## src/rtl/keypad_pkg.sv

```systemverilog
// Shared 7-segment definitions for keypad and timer displays.
// Patterns are active-low {g,f,e,d,c,b,a}.
package keypad_pkg;

   localparam logic [6:0] SEG_BLANK = 7'h7F;
   localparam logic [6:0] SEG_0     = 7'h40;
   localparam logic [6:0] SEG_1     = 7'h79;
   localparam logic [6:0] SEG_2     = 7'h24;
   localparam logic [6:0] SEG_3     = 7'h30;
   localparam logic [6:0] SEG_4     = 7'h19;
   localparam logic [6:0] SEG_5     = 7'h12;
   localparam logic [6:0] SEG_6     = 7'h02;
   localparam logic [6:0] SEG_7     = 7'h78;
   localparam logic [6:0] SEG_8     = 7'h00;
   localparam logic [6:0] SEG_9     = 7'h10;

   // Non-BCD codes render blank so a stray value never lights a bogus glyph.
   function automatic logic [6:0] bcd_to_seg(input logic [3:0] bcd);
      logic [6:0] pat;
      case (bcd)
         4'd0:    pat = SEG_0;
         4'd1:    pat = SEG_1;
         4'd2:    pat = SEG_2;
         4'd3:    pat = SEG_3;
         4'd4:    pat = SEG_4;
         4'd5:    pat = SEG_5;
         4'd6:    pat = SEG_6;
         4'd7:    pat = SEG_7;
         4'd8:    pat = SEG_8;
         4'd9:    pat = SEG_9;
         default: pat = SEG_BLANK;
      endcase
      return pat;
   endfunction

endpackage

```

## src/rtl/bcd_to_7seg.sv

```systemverilog
// Combinational BCD to active-low 7-segment decoder with blanking.
module bcd_to_7seg
   import keypad_pkg::*;
(
   input  logic [3:0] bcd,
   input  logic       blank,
   output logic [6:0] seg
);

   always_comb begin
      seg = blank ? SEG_BLANK : bcd_to_seg(bcd);
   end

endmodule

```

## src/rtl/keypad_digit_display.sv

```systemverilog
// Keypad digit entry buffer with a time-multiplexed 7-segment display.
// Digits shift in calculator style; unused leading digits are blanked.
module keypad_digit_display
   import keypad_pkg::*;
#(
   parameter int NDIGITS  = 4,
   parameter int SCAN_DIV = 4
) (
   input  logic                   clk,
   input  logic                   clearn,
   input  logic [3:0]             D,
   input  logic                   loadn,
   input  logic                   enablen,
   input  logic                   clr,
   output logic [4*NDIGITS-1:0]   digits_bcd,
   output logic [3:0]             count,
   output logic                   new_digit,
   output logic                   err,
   output logic [NDIGITS-1:0]     an,
   output logic [6:0]             seg
);

   localparam int CNT_W = (SCAN_DIV > 1) ? $clog2(SCAN_DIV) : 1;
   localparam int IDX_W = $clog2(NDIGITS);

   logic             loadn_q;
   logic             strobe;
   logic [CNT_W-1:0] scan_cnt;
   logic [IDX_W-1:0] idx;
   logic [3:0]       cur_digit;
   logic             cur_blank;
   logic [6:0]       cur_seg;
   logic [NDIGITS-1:0] cur_sel;

   assign strobe = ~loadn & loadn_q;

   always_ff @(posedge clk or negedge clearn) begin
      if (!clearn) begin
         loadn_q    <= 1'b1;
         digits_bcd <= '0;
         count      <= '0;
         new_digit  <= 1'b0;
         err        <= 1'b0;
      end else begin
         loadn_q   <= loadn;
         new_digit <= 1'b0;
         err       <= 1'b0;
         // clr swallows a coincident strobe without flagging it.
         if (clr) begin
            digits_bcd <= '0;
            count      <= '0;
         end else if (strobe && !enablen) begin
            if (D <= 4'd9) begin
               digits_bcd <= {digits_bcd[4*NDIGITS-5:0], D};
               if (count < 4'(NDIGITS))
                  count <= count + 4'd1;
               new_digit <= 1'b1;
            end else begin
               err <= 1'b1;
            end
         end
      end
   end

   always_ff @(posedge clk or negedge clearn) begin
      if (!clearn) begin
         scan_cnt <= '0;
         idx      <= '0;
      end else if (scan_cnt == CNT_W'(SCAN_DIV - 1)) begin
         scan_cnt <= '0;
         idx      <= (idx == IDX_W'(NDIGITS - 1)) ? '0 : idx + 1'b1;
      end else begin
         scan_cnt <= scan_cnt + 1'b1;
      end
   end

   always_comb begin
      cur_digit = '0;
      cur_sel   = '1;
      for (int unsigned i = 0; i < NDIGITS; i++) begin
         if (idx == IDX_W'(i)) begin
            cur_digit  = digits_bcd[4*i +: 4];
            cur_sel[i] = 1'b0;
         end
      end
      cur_blank = (idx != '0) && (4'(idx) >= count);
   end

   bcd_to_7seg u_dec (
      .bcd   (cur_digit),
      .blank (cur_blank),
      .seg   (cur_seg)
   );

   always_ff @(posedge clk or negedge clearn) begin
      if (!clearn) begin
         an  <= '1;
         seg <= SEG_BLANK;
      end else begin
         an  <= cur_sel;
         seg <= cur_seg;
      end
   end

endmodule

```

## config.mk

```make
export PLATFORM = sky130hd
export DESIGN_NAME = keypad_digit_display
export DESIGN_NICKNAME = d
export VERILOG_FILES = /design/src/rtl/keypad_pkg.sv /design/src/rtl/bcd_to_7seg.sv /design/src/rtl/keypad_digit_display.sv
export SDC_FILE = /design/constraint.sdc
export NUM_CORES = 1
export LEC_CHECK = 0
export CORE_AREA = 2 2 67 69
export DETAILED_ROUTE_END_ITERATION = 10
export DIE_AREA = 0 0 69 71
export DONT_BUFFER_PORTS = 1
export SYNTH_ARGS = -nofsm -noshare
export SYNTH_HDL_FRONTEND = slang
export SYNTH_HIERARCHICAL = 1
export SYNTH_SLANG_ARGS = --single-unit
```

## constraint.sdc

```tcl
create_clock -name clk -period 2.6 [get_ports clk]
set_clock_uncertainty 0.15 [all_clocks]
set_input_delay 0.78 -clock clk [delete_from_list [all_inputs] [get_ports clk]]
set_output_delay 0.78 -clock clk [all_outputs]
set_load 0.02 [all_outputs]
```

==> run metrics <==
fin crit period 2230 ps; ratio of final minimum period to clock period 85.8%; placed cell count 234; design area 2050 um^2; Final Hold Viols 0; multi-input logic area 838 um^2; CTS buffer count 5; DRC errors left 0; Final setup viols 0; NumNets Final 211; WS Path Type reg2reg; Post-DP HPWL 2870 um; total number of vias 1380; Core Util, Final 48.8%; #FFs+latches synth 38; fillers 394; Critical Path Source Type flip-flop; synthesized area per cell 10.1 um^2; row cnt 24; Setup WS pre-CTS 383 ps; clock sink total 38; Max-Cap Viols 0; Root Driver clkbuf_8; post-route ant nets 0; Skew-Pair Late Insertion Delay 290 ps; crit path buf inv count 3; Die Y 71 um; Routed WL 4120 um; # diodes 0; post-synthesis instance area 1900 um^2; mean routed wirelength per cell 17.0 um; Top Usage Layer GRT met2; first-pass GRT wire length 6820 um; gr usage total 17.6%; Mapped Cells 187; Setup Buffers After CTS 0; H-tree lvl count 2; f_max 0.448 GHz; top cell type's share of synthesized area 34.3%; share of layout cells above drive strength 1 15.3%; Crit path largest cell delay 400 ps; Req. time, crit path 2680 ps; outcome completed; crit path cell chain inv_1 > ha_1 > inv_1 > o21a_1 > a22o_1 > inv_1 > ha_1 > nor3b_2 > a21oi_1; number of global-route vias before repair 1400; Detailed Route Iter0 Violations 55; Clk pin slew, worst setup/hold paths 80 ps; io pins 42; Synth-to-Final Area Change 8.05%; biggest area consumer among synthesized cells dfrtp_1; CTS Hold Buffers Added 0; synth top area cells dfrtp_1 (34%), dfstp_2 (17%), ha_1 (8.6%); Clock Tree Buf Depth 2; Least-Margin Pin Slew 603 ps; CP Max Fanout 6; detailed-router iteration count before antenna repair 4; Max-slew headroom 59.8%; RSZ-0062 raised after global routing false; met1 GRT Util 19.7%; met2 Usage GRT 31.7%; GR Util met3 5.27%; Die Width 69 um; crit path DAT 2310 ps; total power 1.17 mW; Max IR drop VDD 0.258 mV; Setup crit end kind flip-flop; antenna violations before repair 0; Power Dens Cells 570 nW/um^2; die area 4900 um^2; Syn. warnings 6; DP Area 1940 um^2; Starting Density 45.1%; Total Neg Setup Slack 0 ps; sequential-to-total area share from yosys stat 50.9%; crit-path leading delay family compound AO/OA/AOI/OAI gates; HP Class in2async; global route total overflow 0; CTS tree yes; Synth cell types 30; largest net degree at the start of global routing 39; PostCTS Resize Cnt 0; Leak Pwr 0.851 nW; final worst slack 369 ps; syn nets 209; CP max-delay cell dfrtp_1; CORE AREA 4200 um^2; Sequential Area 966 um^2; GP Congestion 0.791; via/cell ratio 5.70; Slew Viols, Final 0; post-route insts no fill 242; I/O Buffers 0; WHS 26.8 ps; cell mode on critical path inv_1
-- state kept, by name (all words and copies together) (netlist names) --
signal      cells
an              4
count           4
digits_bcd     16
err             1
idx             2
loadn_q         1
new_digit       1
scan_cnt        2
seg             7
-- per-layer routing --
metal,vias to the layer above,part of all wire [%]
met1,663,40
met3,6,6.8
met2,50,52
met5,-,0
li1,661,-
met4,0,1.5
-- Yosys cell counts (all sizes together) --
master   n
mux2     1
clkbuf   5
a41oi    1
dfstp   12
inv     11
o22ai    1
or3b     1
nor3     4
nor2     6
a21oi   27
o21bai   1
nor4     2
xor2     1
o21ai   27
nand2    6
nor3b    2
nand2b   7
mux2i    1
buf      4
a22o     4
dfrtp   26
o21a     5
nor2b    2
ha      13
nand3   17
-- where the power goes --
part / leakage, nW / internal [mW] / switching (mW)
clock network: 0.0579 / 0.282 / 0.209
logic: 0.309 / 0.0178 / 0.0318
registers: 0.483 / 0.608 / 0.0186
total: 0.851 / 0.908 / 0.260
-- cell families (layout without fill, tap and decap cells) --
| group | after synthesis | in the layout | synth area share, % |
|---|---|---|---|
| compound gates | 66 | 66 | 19.3 |
| flops | 38 | 38 | 50.9 |
| fa+ha+maj | 13 | 13 | 8.58 |
| simple gates | 47 | 47 | 14.8 |
| buf+inv | 20 | 23 | 4.88 |
| mux | 2 | 2 | 1.12 |
| xor+xnor | 1 | 1 | 0.462 |
-- area by class of cell --
| class | instances | area share [%] |
|---|---|---|
| timing repair buffer | 4 | 1.47 |
| sequential | 38 | 47.1 |
| clock buffer | 5 | 3.36 |
| inverter | 11 | 2.01 |
| multi-input combinational | 129 | 40.9 |
| tap | 52 | 3.17 |
| clock inverter | 3 | 1.95 |
-- worst paths after layout --
| kind | start | to | slack (ps) | cells after the start |
|---|---|---|---|---|
| max reg2reg | idx[0] | seg[3] | 370 | 9 |
| max in group asynchronous | clearn | loadn_q | 2080 | 0 |
| min in group clk | scan_cnt[0] | scan_cnt[0] | 280 | 1 |
| min | clearn | digits_bcd[15] | 30 | 0 |
| max | idx[0] | seg[3] | 370 | 9 |
| min reg2reg | scan_cnt[0] | scan_cnt[0] | 280 | 1 |
-- worst reg2reg max path, delay by kind of cell, from the launching register on --
family	cells	cell delay, ps
flip-flops	1	400
buffers and inverters	3	380
adder cells (fa/ha/maj)	2	510
AND/OR/NAND/NOR	1	160
AO/OA/AOI/OAI	3	580
-- cells in the final DEF, fill, tap and decap left out, types with 3 or more instances in the layout --
cell      instances
a21oi_1          27
a22o_1            4
buf_4             4
clkbuf_8          5
dfrtp_1          26
dfstp_2          12
ha_1             13
inv_1            11
nand2_1           6
nand2b_1          6
nand3_1          17
nor2_1            6
nor3_1            3
o21a_1            5
o21ai_0          26
(Power assumes the default switching activity.)
